## src/rtl/param_matrix_multiplier.sv

```systemverilog
`default_nettype none
// ============================================================================
//  Module   : param_matrix_multiplier
//  Brief    : Runtime-dimensioned unsigned matrix multiplier C = A * B with
//             start/done handshake, dimension checking and overflow flagging.
//             Optional build macro MATMUL_SATURATE_EN: overflowing C elements
//             are written as all ones instead of wrapping.
//  Revision : 1.0  initial release
// ============================================================================
module param_matrix_multiplier #(
  parameter int DATA_WIDTH = 8,
  parameter int ADDR_WIDTH = 4,
  parameter int MAX_DIM    = 10,
  parameter int ACC_WIDTH  = 2*DATA_WIDTH+ADDR_WIDTH
) (
  input  logic                  clk,
  input  logic                  reset,
  input  logic                  start,
  input  logic [ADDR_WIDTH-1:0] dim_m,
  input  logic [ADDR_WIDTH-1:0] dim_k,
  input  logic [ADDR_WIDTH-1:0] dim_n,
  output logic                  busy,
  output logic                  done,
  output logic                  dim_error,
  output logic                  en_ReadMat_A,
  output logic [ADDR_WIDTH-1:0] rowAddr_A,
  output logic [ADDR_WIDTH-1:0] colAddr_A,
  input  logic [DATA_WIDTH-1:0] readData_A,
  output logic                  en_ReadMat_B,
  output logic [ADDR_WIDTH-1:0] rowAddr_B,
  output logic [ADDR_WIDTH-1:0] colAddr_B,
  input  logic [DATA_WIDTH-1:0] readData_B,
  output logic                  en_WriteMat_C,
  output logic [ADDR_WIDTH-1:0] rowAddr_C,
  output logic [ADDR_WIDTH-1:0] colAddr_C,
  output logic [DATA_WIDTH-1:0] writeData_C,
  output logic                  resultIsInvalid
);

  localparam logic [2:0] S_IDLE  = 3'd0;
  localparam logic [2:0] S_CHECK = 3'd1;
  localparam logic [2:0] S_FETCH = 3'd2;
  localparam logic [2:0] S_DRAIN = 3'd3;
  localparam logic [2:0] S_WRITE = 3'd4;
  localparam logic [2:0] S_DONE  = 3'd5;

  localparam int                    PROD_WIDTH = 2*DATA_WIDTH;
  localparam logic [ADDR_WIDTH:0]   C_MAX_DIM  = (ADDR_WIDTH+1)'(MAX_DIM);
  localparam logic [ADDR_WIDTH-1:0] C_ONE      = ADDR_WIDTH'(1);

  logic [2:0]            state_q, state_d;
  logic [ADDR_WIDTH-1:0] m_q, kd_q, n_q;      // latched dimensions
  logic [ADDR_WIDTH-1:0] i_q, j_q, k_q;       // row, column, inner index
  logic [ACC_WIDTH-1:0]  acc_q;
  logic                  rd_vld_q;            // read data arrives this cycle
  logic                  inv_q;
  logic                  err_q;

  logic                  w_dims_bad;
  logic                  w_k_last, w_j_last, w_i_last;
  logic [PROD_WIDTH-1:0] w_prod;
  logic                  w_ovf;
  logic [DATA_WIDTH-1:0] w_wdata;
  logic                  w_fetch, w_write;

  assign w_dims_bad = (m_q == '0) || (kd_q == '0) || (n_q == '0) ||
                      ({1'b0, m_q}  > C_MAX_DIM) ||
                      ({1'b0, kd_q} > C_MAX_DIM) ||
                      ({1'b0, n_q}  > C_MAX_DIM);
  assign w_k_last = (k_q == kd_q - C_ONE);
  assign w_j_last = (j_q == n_q - C_ONE);
  assign w_i_last = (i_q == m_q - C_ONE);
  assign w_prod   = PROD_WIDTH'(readData_A) * PROD_WIDTH'(readData_B);
  // Anything above the low DATA_WIDTH bits means the element does not fit in C.
  assign w_ovf    = |acc_q[ACC_WIDTH-1:DATA_WIDTH];
  assign w_fetch  = (state_q == S_FETCH);
  assign w_write  = (state_q == S_WRITE);

`ifdef MATMUL_SATURATE_EN
  assign w_wdata = w_ovf ? '1 : acc_q[DATA_WIDTH-1:0];
`else
  assign w_wdata = acc_q[DATA_WIDTH-1:0];
`endif

  // State register
  always_ff @(posedge clk) begin
    if (reset) state_q <= S_IDLE;
    else       state_q <= state_d;
  end

  // Next-state logic
  always_comb begin
    state_d = state_q;
    case (state_q)
      S_IDLE:  if (start) state_d = S_CHECK;
      S_CHECK: state_d = w_dims_bad ? S_DONE : S_FETCH;
      S_FETCH: if (w_k_last) state_d = S_DRAIN;
      S_DRAIN: state_d = S_WRITE;
      S_WRITE: state_d = (w_j_last && w_i_last) ? S_DONE : S_FETCH;
      S_DONE:  state_d = S_IDLE;
      default: state_d = S_IDLE;
    endcase
  end

  // Output decode; addresses and data are forced to zero when their strobe is low
  always_comb begin
    busy          = (state_q != S_IDLE);
    done          = (state_q == S_DONE);
    dim_error     = (state_q == S_DONE) && err_q;
    en_ReadMat_A  = w_fetch;
    rowAddr_A     = w_fetch ? i_q : '0;
    colAddr_A     = w_fetch ? k_q : '0;
    en_ReadMat_B  = w_fetch;
    rowAddr_B     = w_fetch ? k_q : '0;
    colAddr_B     = w_fetch ? j_q : '0;
    en_WriteMat_C = w_write;
    rowAddr_C     = w_write ? i_q : '0;
    colAddr_C     = w_write ? j_q : '0;
    writeData_C   = w_write ? w_wdata : '0;
  end

  assign resultIsInvalid = inv_q;

  // Datapath: dimension latch, index counters, MAC accumulator, sticky flags
  always_ff @(posedge clk) begin
    if (reset) begin
      m_q      <= '0;
      kd_q     <= '0;
      n_q      <= '0;
      i_q      <= '0;
      j_q      <= '0;
      k_q      <= '0;
      acc_q    <= '0;
      rd_vld_q <= 1'b0;
      inv_q    <= 1'b0;
      err_q    <= 1'b0;
    end else begin
      rd_vld_q <= w_fetch;
      case (state_q)
        S_IDLE: begin
          if (start) begin
            m_q   <= dim_m;
            kd_q  <= dim_k;
            n_q   <= dim_n;
            inv_q <= 1'b0;
            err_q <= 1'b0;
          end
        end
        S_CHECK: begin
          i_q   <= '0;
          j_q   <= '0;
          k_q   <= '0;
          acc_q <= '0;
          err_q <= w_dims_bad;
        end
        S_FETCH: begin
          k_q <= w_k_last ? '0 : k_q + C_ONE;
        end
        S_WRITE: begin
          acc_q <= '0;
          if (w_ovf) inv_q <= 1'b1;
          if (w_j_last) begin
            j_q <= '0;
            i_q <= i_q + C_ONE;
          end else begin
            j_q <= j_q + C_ONE;
          end
        end
        default: ;
      endcase
      // Product of last cycle's read lands one cycle later (FETCH or DRAIN)
      if (rd_vld_q) acc_q <= acc_q + ACC_WIDTH'(w_prod);
    end
  end

endmodule
`default_nettype wire

```

## config.mk

```make
export PLATFORM = sky130hd
export DESIGN_NAME = param_matrix_multiplier
export DESIGN_NICKNAME = d
export VERILOG_FILES = /design/src/rtl/param_matrix_multiplier.sv
export SDC_FILE = /design/constraint.sdc
export NUM_CORES = 1
export LEC_CHECK = 0
export CAP_MARGIN = 5
export CORE_MARGIN = 4
export CORE_UTILIZATION = 57
export DETAILED_ROUTE_END_ITERATION = 10
export PLACE_DENSITY = 0.82
export SLEW_MARGIN = 10
export SYNTH_ARGS = -nofsm -noshare
export SYNTH_HDL_FRONTEND = slang
export SYNTH_SLANG_ARGS = --single-unit
export TNS_END_PERCENT = 100
```

## constraint.sdc

```tcl
create_clock -name clk -period 6 [get_ports clk]
set_input_delay 1.2 -clock clk [delete_from_list [all_inputs] [get_ports clk]]
set_output_delay 1.2 -clock clk [all_outputs]
set_load 0.01 [all_outputs]
```

==> results.py, run 1 <==
metrics = {
    "synthesis": {
        "synth.top_cell.area_share_pct": 18.7,
        "ys.flop_type": "dfxtp_1",
        "synth_top_area_cell": "dfxtp_1",
        "synthesis.area_per_instance_um2": 8.17,
        "synth_seq_cells": 50,
        "async_flop_share_pct": 0,
        "synth.cell_area_mm2": 0.00535,
        "synth_edf_count": 0,
        "synth_common_cells": "inv_1 (111), nand2_1 (78), ha_1 (52), dfxtp_1 (50), fa_1 (50)",
        "ys_top_cells_by_area": "dfxtp_1 (19%), fa_1 (19%), ha_1 (12%)",
        "synth.most_common_cell": "inv_1",
        "synth_fp_nets": 788,
        "yosys_warnings": 0,
        "yosysSeqAreaShare_pct": 18.7,
        "synth_cell_type_count": 61,
        "synthCells": 655,
    },
    "global_routing": {
        "grt_usage_pct": 22.2,
        "grt_pass1_wl_um": 20500,
        "grt_max_degree": 43,
        "globalRouteOverflowTotal": 0,
        "antenna_found_initial": 0,
        "grt_pass1_vias": 4581,
    },
    "floorplanning": {
        "rows": 35,
        "pin_count": 70,
        "dieArea_mm2": 0.0110,
        "start_util_pct": 58.2,
        "core_mm2": 0.00920,
        "die_h_um": 105,
        "dieWidth_um": 105,
    },
    "cts": {
        "cts_inserted_buffers": 5,
        "cts_tree": "yes",
        "cts_root_buf": "clkbuf_8",
        "ctsResizeCount": 0,
        "htree_num_levels": 2,
        "cts.sinks": 50,
        "holdBufCountCts": 0,
        "clockBufferDepth": 2,
        "path_clk_slew_ps": 90,
        "clk_latency_ps": 310,
        "post_cts_buffers": 0,
    },
    "finish": {
        "fill_cells": 769,
        "n_antenna_cell": 0,
        "multiInputGateArea_mm2": 0.00379,
        "fin_nets": 840,
        "drive_gt1_share_pct": 3.95,
        "regArea_mm2": 0.00100,
        "syn_to_final_growth_pct": 15.5,
    },
    "setup_path": {
        "rrSetupSlack_ps": 1680,
        "crit_top_cell": "fa_1",
        "endpoint_kind": "register",
        "path_delay_family": "adder cells",
        "crit_chain": "clkdlybuf4s50_1, and2_1, fa_1, fa_1, fa_1, inv_1, fa_1, inv_1, ha_1, a21oi_1, o21ai_1, a21o_1, a221oi_4, a21oi_1, mux2_4",
        "cp_slowest_cell": "clkdlybuf4s50_1",
        "critPathMaxStageDelay_ps": 670,
        "crit_path_max_fanout": 8,
        "start_kind": "input pin",
        "path_buf_inv": 3,
        "critical_path_class": "in2reg",
        "cp.arrival_ps": 5820,
        "critPathRequiredTime_ps": 6200,
    },
    "placed_design": {
        "io_buffers": 69,
        "hpwl_um": 9740,
        "gp_congestion": 0.860,
    },
    "worst_hold_path": {
        "min_path_type": "reg2reg",
    },
    "drt": {
        "drc": 0,
        "via_count": 4540,
        "vias_per_cell": 5.54,
        "drtPass1Iterations": 4,
        "wl_met2_um": 6090,
        "wl_per_cell_um": 14.6,
        "dr.first_iter.drc_count": 233,
        "drt-met1-wl_um": 5210,
        "routed.top_layer": "met4",
        "routed_wl_um": 11900,
        "routed-wl-met3_um": 468,
        "antenna_left": 0,
    },
    "sta": {
        "tns_ps": 0,
        "clock_skew_ps": 18.9,
        "fmax_mhz": 178,
        "finalSetupViolations": 0,
        "slew_headroom_pct": 29.2,
        "hold_violations": 0,
        "finalCritPeriodShare_pct": 93.7,
        "worst_pin_slew_ps": 1050,
        "period_needed_ps": 5620,
        "rsz0062_at_grt": "false",
        "slew_viol_final": 0,
    },
    "power": {
        "p_leak_nw": 2.82,
        "finalPower_mw": 1.46,
        "ir_drop_mv": 0.161,
        "power_density_mw_per_mm2": 236,
    },
    "flow_run": {
        "cap_violations": 0,
    },
    "outcome": {
        "status": "complete, no violations",
    },
}
[final timing paths]
kind / start / to / cells past startpoint
hold reg to reg: m_q[1] / m_q[1] / 2
setup / recovery: readData_A[5] / acc_q[19] / 15
hold / removal: m_q[1] / m_q[1] / 2
setup reg to reg: acc_q[7] / acc_q[11] / 15
[layer usage]
metal	global-route usage, %	vias up
li1	-	2198
met1	28.7	2203
met2	39.5	122
met3	2.22	17
met4	5.90	0
met5	0	-
[state kept, by name (all words and copies together), names as in the netlist]
name / flops
resultIsInvalid: 1
n_q: 4
rd_vld_q: 1
acc_q: 20
j_q: 4
state_q: 3
i_q: 4
err_q: 1
kd_q: 4
m_q: 4
k_q: 4
[cells by family (layout without fill, tap and decap cells)]
kind of cell    Yosys count  in the layout  synth area share [%]
xor+xnor                 33             33                  5.66
compound gates           96             96                  11.7
mux                       6              6                  1.26
buf+inv                 140            193                  10.5
fa+ha+maj               102            102                  30.9
simple gates            228            228                  21.3
flops                    50             50                  18.7
[where the power goes]
| part | internal [mW] | leakage, nW | switching, mW | total [mW] |
|---|---|---|---|---|
| sequential | 0.352 | 0.405 | 0.0307 | 0.383 |
| clock | 0.125 | 0.0514 | 0.115 | 0.240 |
| combinational | 0.350 | 2.37 | 0.484 | 0.834 |
| total | 0.827 | 2.82 | 0.630 | 1.46 |
[per-stage QoR]
| stage | setup WS [ps] | cell area [µm²] | hold WS [ps] | cells | util, % |
|---|---|---|---|---|---|
| floorplan | 696 | 5350 | 456 | 655 | - |
| global placement | 170 | 6070 | 480 | 811 | 66.0 |
| detailed placement | 72.4 | 6070 | 490 | 811 | 66.0 |
| CTS | 401 | 6180 | 503 | 819 | 67.2 |
| global route | 188 | 6180 | 544 | 819 | 67.2 |
| finish | 381 | 6180 | 502 | 819 | 67.2 |
[worst reg2reg max path, cell delays in order, from the launching register on]
cell and delay, ps:
dfxtp_1 350, inv_1 90, fa_1 540, inv_1 50
fa_1 470, fa_1 490, inv_1 60, fa_1 530
inv_1 40, ha_1 360, a21o_1 230, a21oi_2 170
a21boi_2 110, o21a_1 200, or3_1 310, a32o_1 240
[area by class of cell]
cell class	count	area share [%]
Clock buffer	6	1.17
Sequential cell	50	16.2
Inverter	112	6.80
Multi-Input combinational cell	465	61.3
Tap cell	111	2.25
Timing Repair Buffer	73	11.7
Clock inverter	2	0.607
[cells in the final DEF, fill, tap and decap left out, types with 4 or more instances in the layout]
cell type and count:
and2_1 46, xnor2_1 24, a22o_1 7, buf_4 4, nor2b_1 7, o21ai_1 7, ha_1 52, inv_1 111
nor2_1 44, and3_1 12, nand3_1 10, clkdlybuf4s50_1 69, nand2_1 78, a21oi_1 45, dfxtp_1 50, fa_1 50
clkbuf_8 5, nor3_1 6, xor2_1 8, o21ai_0 5, nor4_1 4
No activity file was read; power rests on OpenSTA's default activity.
==> inputs of run 2 (changes only) <==
--- a/config.mk
+++ b/config.mk
@@ -6,7 +6,6 @@
 export NUM_CORES = 1
 export LEC_CHECK = 0
 export CAP_MARGIN = 5
-export CORE_MARGIN = 4
 export CORE_UTILIZATION = 57
 export DETAILED_ROUTE_END_ITERATION = 10
 export PLACE_DENSITY = 0.82
==> constraint.sdc (replaced) <==
create_clock -name clk -period 6 [get_ports clk]
set_input_delay 1.2 -clock clk [delete_from_list [all_inputs] [get_ports clk]]
set_output_delay 1.2 -clock clk [all_outputs]
set_load 0.005 [all_outputs]
==> run 2 against run 1 <==
  * Hold slack better by 0.69 ps
  * Global-route usage is 3.5 points higher
  * Power is 3.3% lower
  * Clock skew is 11 ps lower
  * Sequential share of layout area is 0.063 points higher
  * Sequential power hardly changed
  * Utilization is 2.0 points higher
==> results.py, run 2 (synthesized netlist as in run 1, its figures left out) <==
metrics = {
    "sta": {
        "worst_pin_slew_ps": 1060,
        "period_needed_ps": 5680,
        "clock_skew_ps": 8.24,
        "tns_ps": 0,
        "slew_headroom_pct": 28.9,
        "finalSetupViolations": 0,
        "rsz0062_at_grt": "false",
        "hold_violations": 0,
        "finalCritPeriodShare_pct": 94.6,
        "fmax_mhz": 176,
        "hold_ws_ps": 503,
        "slew_viol_final": 0,
    },
    "finish": {
        "final_core_util_pct": 69.2,
        "syn_to_final_growth_pct": 15.1,
        "fin_nets": 840,
        "mostFrequentLayoutCell": "inv_1",
        "layout_common_cells": "inv_1 (111), nand2_1 (78), clkdlybuf4s50_1 (69), ha_1 (52)",
        "drive_gt1_share_pct": 4.10,
        "regMostFlops": "acc_q",
        "largest_reg_flops": 20,
        "n_antenna_cell": 0,
    },
    "placed_design": {
        "hpwl_um": 9480,
        "gp_congestion": 0.899,
        "io_buffers": 69,
    },
    "setup_path": {
        "crit_path_max_fanout": 8,
        "start_kind": "input pin",
        "critPathRequiredTime_ps": 6200,
        "critical_path_class": "in2reg",
        "cp.arrival_ps": 5880,
        "rrSetupSlack_ps": 1660,
        "endpoint_kind": "register",
    },
    "cts": {
        "holdBufCountCts": 0,
        "clk_latency_ps": 300,
        "ctsResizeCount": 0,
        "cts.sinks": 50,
        "htree_num_levels": 2,
        "cts_inserted_buffers": 5,
        "clockBufferDepth": 2,
        "cts_tree": "yes",
        "path_clk_slew_ps": 100,
        "cts_root_buf": "clkbuf_8",
        "post_cts_buffers": 0,
    },
    "drt": {
        "dr.first_iter.drc_count": 312,
        "routed_wl_um": 11600,
        "drtPass1Iterations": 4,
        "antenna_left": 0,
        "drc": 0,
        "via_count": 4456,
        "wl_per_cell_um": 14.2,
        "vias_per_cell": 5.46,
    },
    "outcome": {
        "status": "complete, no violations",
    },
    "floorplanning": {
        "rows": 34,
        "start_util_pct": 60.2,
        "dieWidth_um": 98.9,
        "dieArea_mm2": 0.00978,
        "die_h_um": 98.9,
        "core_mm2": 0.00889,
        "pin_count": 70,
    },
    "power": {
        "power_density_mw_per_mm2": 229,
        "p_leak_nw": 2.81,
        "ir_drop_mv": 0.150,
    },
    "global_routing": {
        "grt_pass1_vias": 4419,
        "grt_usage_pct": 25.7,
        "grt_pass1_wl_um": 20400,
        "grt_max_degree": 43,
        "globalRouteOverflowTotal": 0,
        "antenna_found_initial": 0,
    },
    "flow_run": {
        "cap_violations": 0,
    },
    "worst_hold_path": {
        "min_path_type": "reg2reg",
    },
}
## run 2: final timing paths
path,start,to,cells past startpoint
setup / recovery,readData_A[4],acc_q[19],15
hold / removal,m_q[1],m_q[1],2
setup reg to reg,acc_q[7],acc_q[11],15
hold reg to reg,m_q[1],m_q[1],2
## run 2: stage by stage
stage                     cell area, µm²  power [mW]  worst slack (ps)  cells
after detailed placement            6070        1.21              17.9    808
after CTS                           6160        1.41               350    816
after global routing                6160        1.55               152    816
after floorplan                     5350        1.03               696    655
final                               6160        1.41               322    816
after global placement              6070        1.18               179    808
## run 2: per-layer routing
layer	global-route usage (%)	share of wire [%]	wire (µm)	vias to the layer above
met1	34.8	45	5260	2156
met2	43.0	50	5760	87
met5	0	0	0	-
met3	3.55	3.1	357	20
met4	7.00	2.0	231	0
li1	-	-	-	2193
## run 2: final cells by class
cell class                      count  area, µm²
Clock inverter                      3       21.3
Tap cell                          108        135
Fill cell                         722       2740
Multi-Input combinational cell    465       3790
Inverter                          112        420
Sequential cell                    50       1000
Clock buffer                        5       68.8
Timing Repair Buffer               73        721
## run 2: worst max-delay path, stage by stage
cell and delay (ps):
clkdlybuf4s50_1 570, and2_1 260, fa_1 500, fa_1 550
fa_1 550, inv_1 50, fa_1 530, inv_1 40
ha_1 370, a21oi_1 190, o21ai_1 100, a21o_1 220
a221oi_4 300, a21oi_1 120, mux2_4 300
## run 2: report_power, final
part / total, mW / internal, mW / leakage (nW) / switching, mW
clock: 0.198 / 0.0822 / 0.0441 / 0.115
combinational: 0.829 / 0.349 / 2.37 / 0.480
sequential: 0.381 / 0.352 / 0.405 / 0.0293
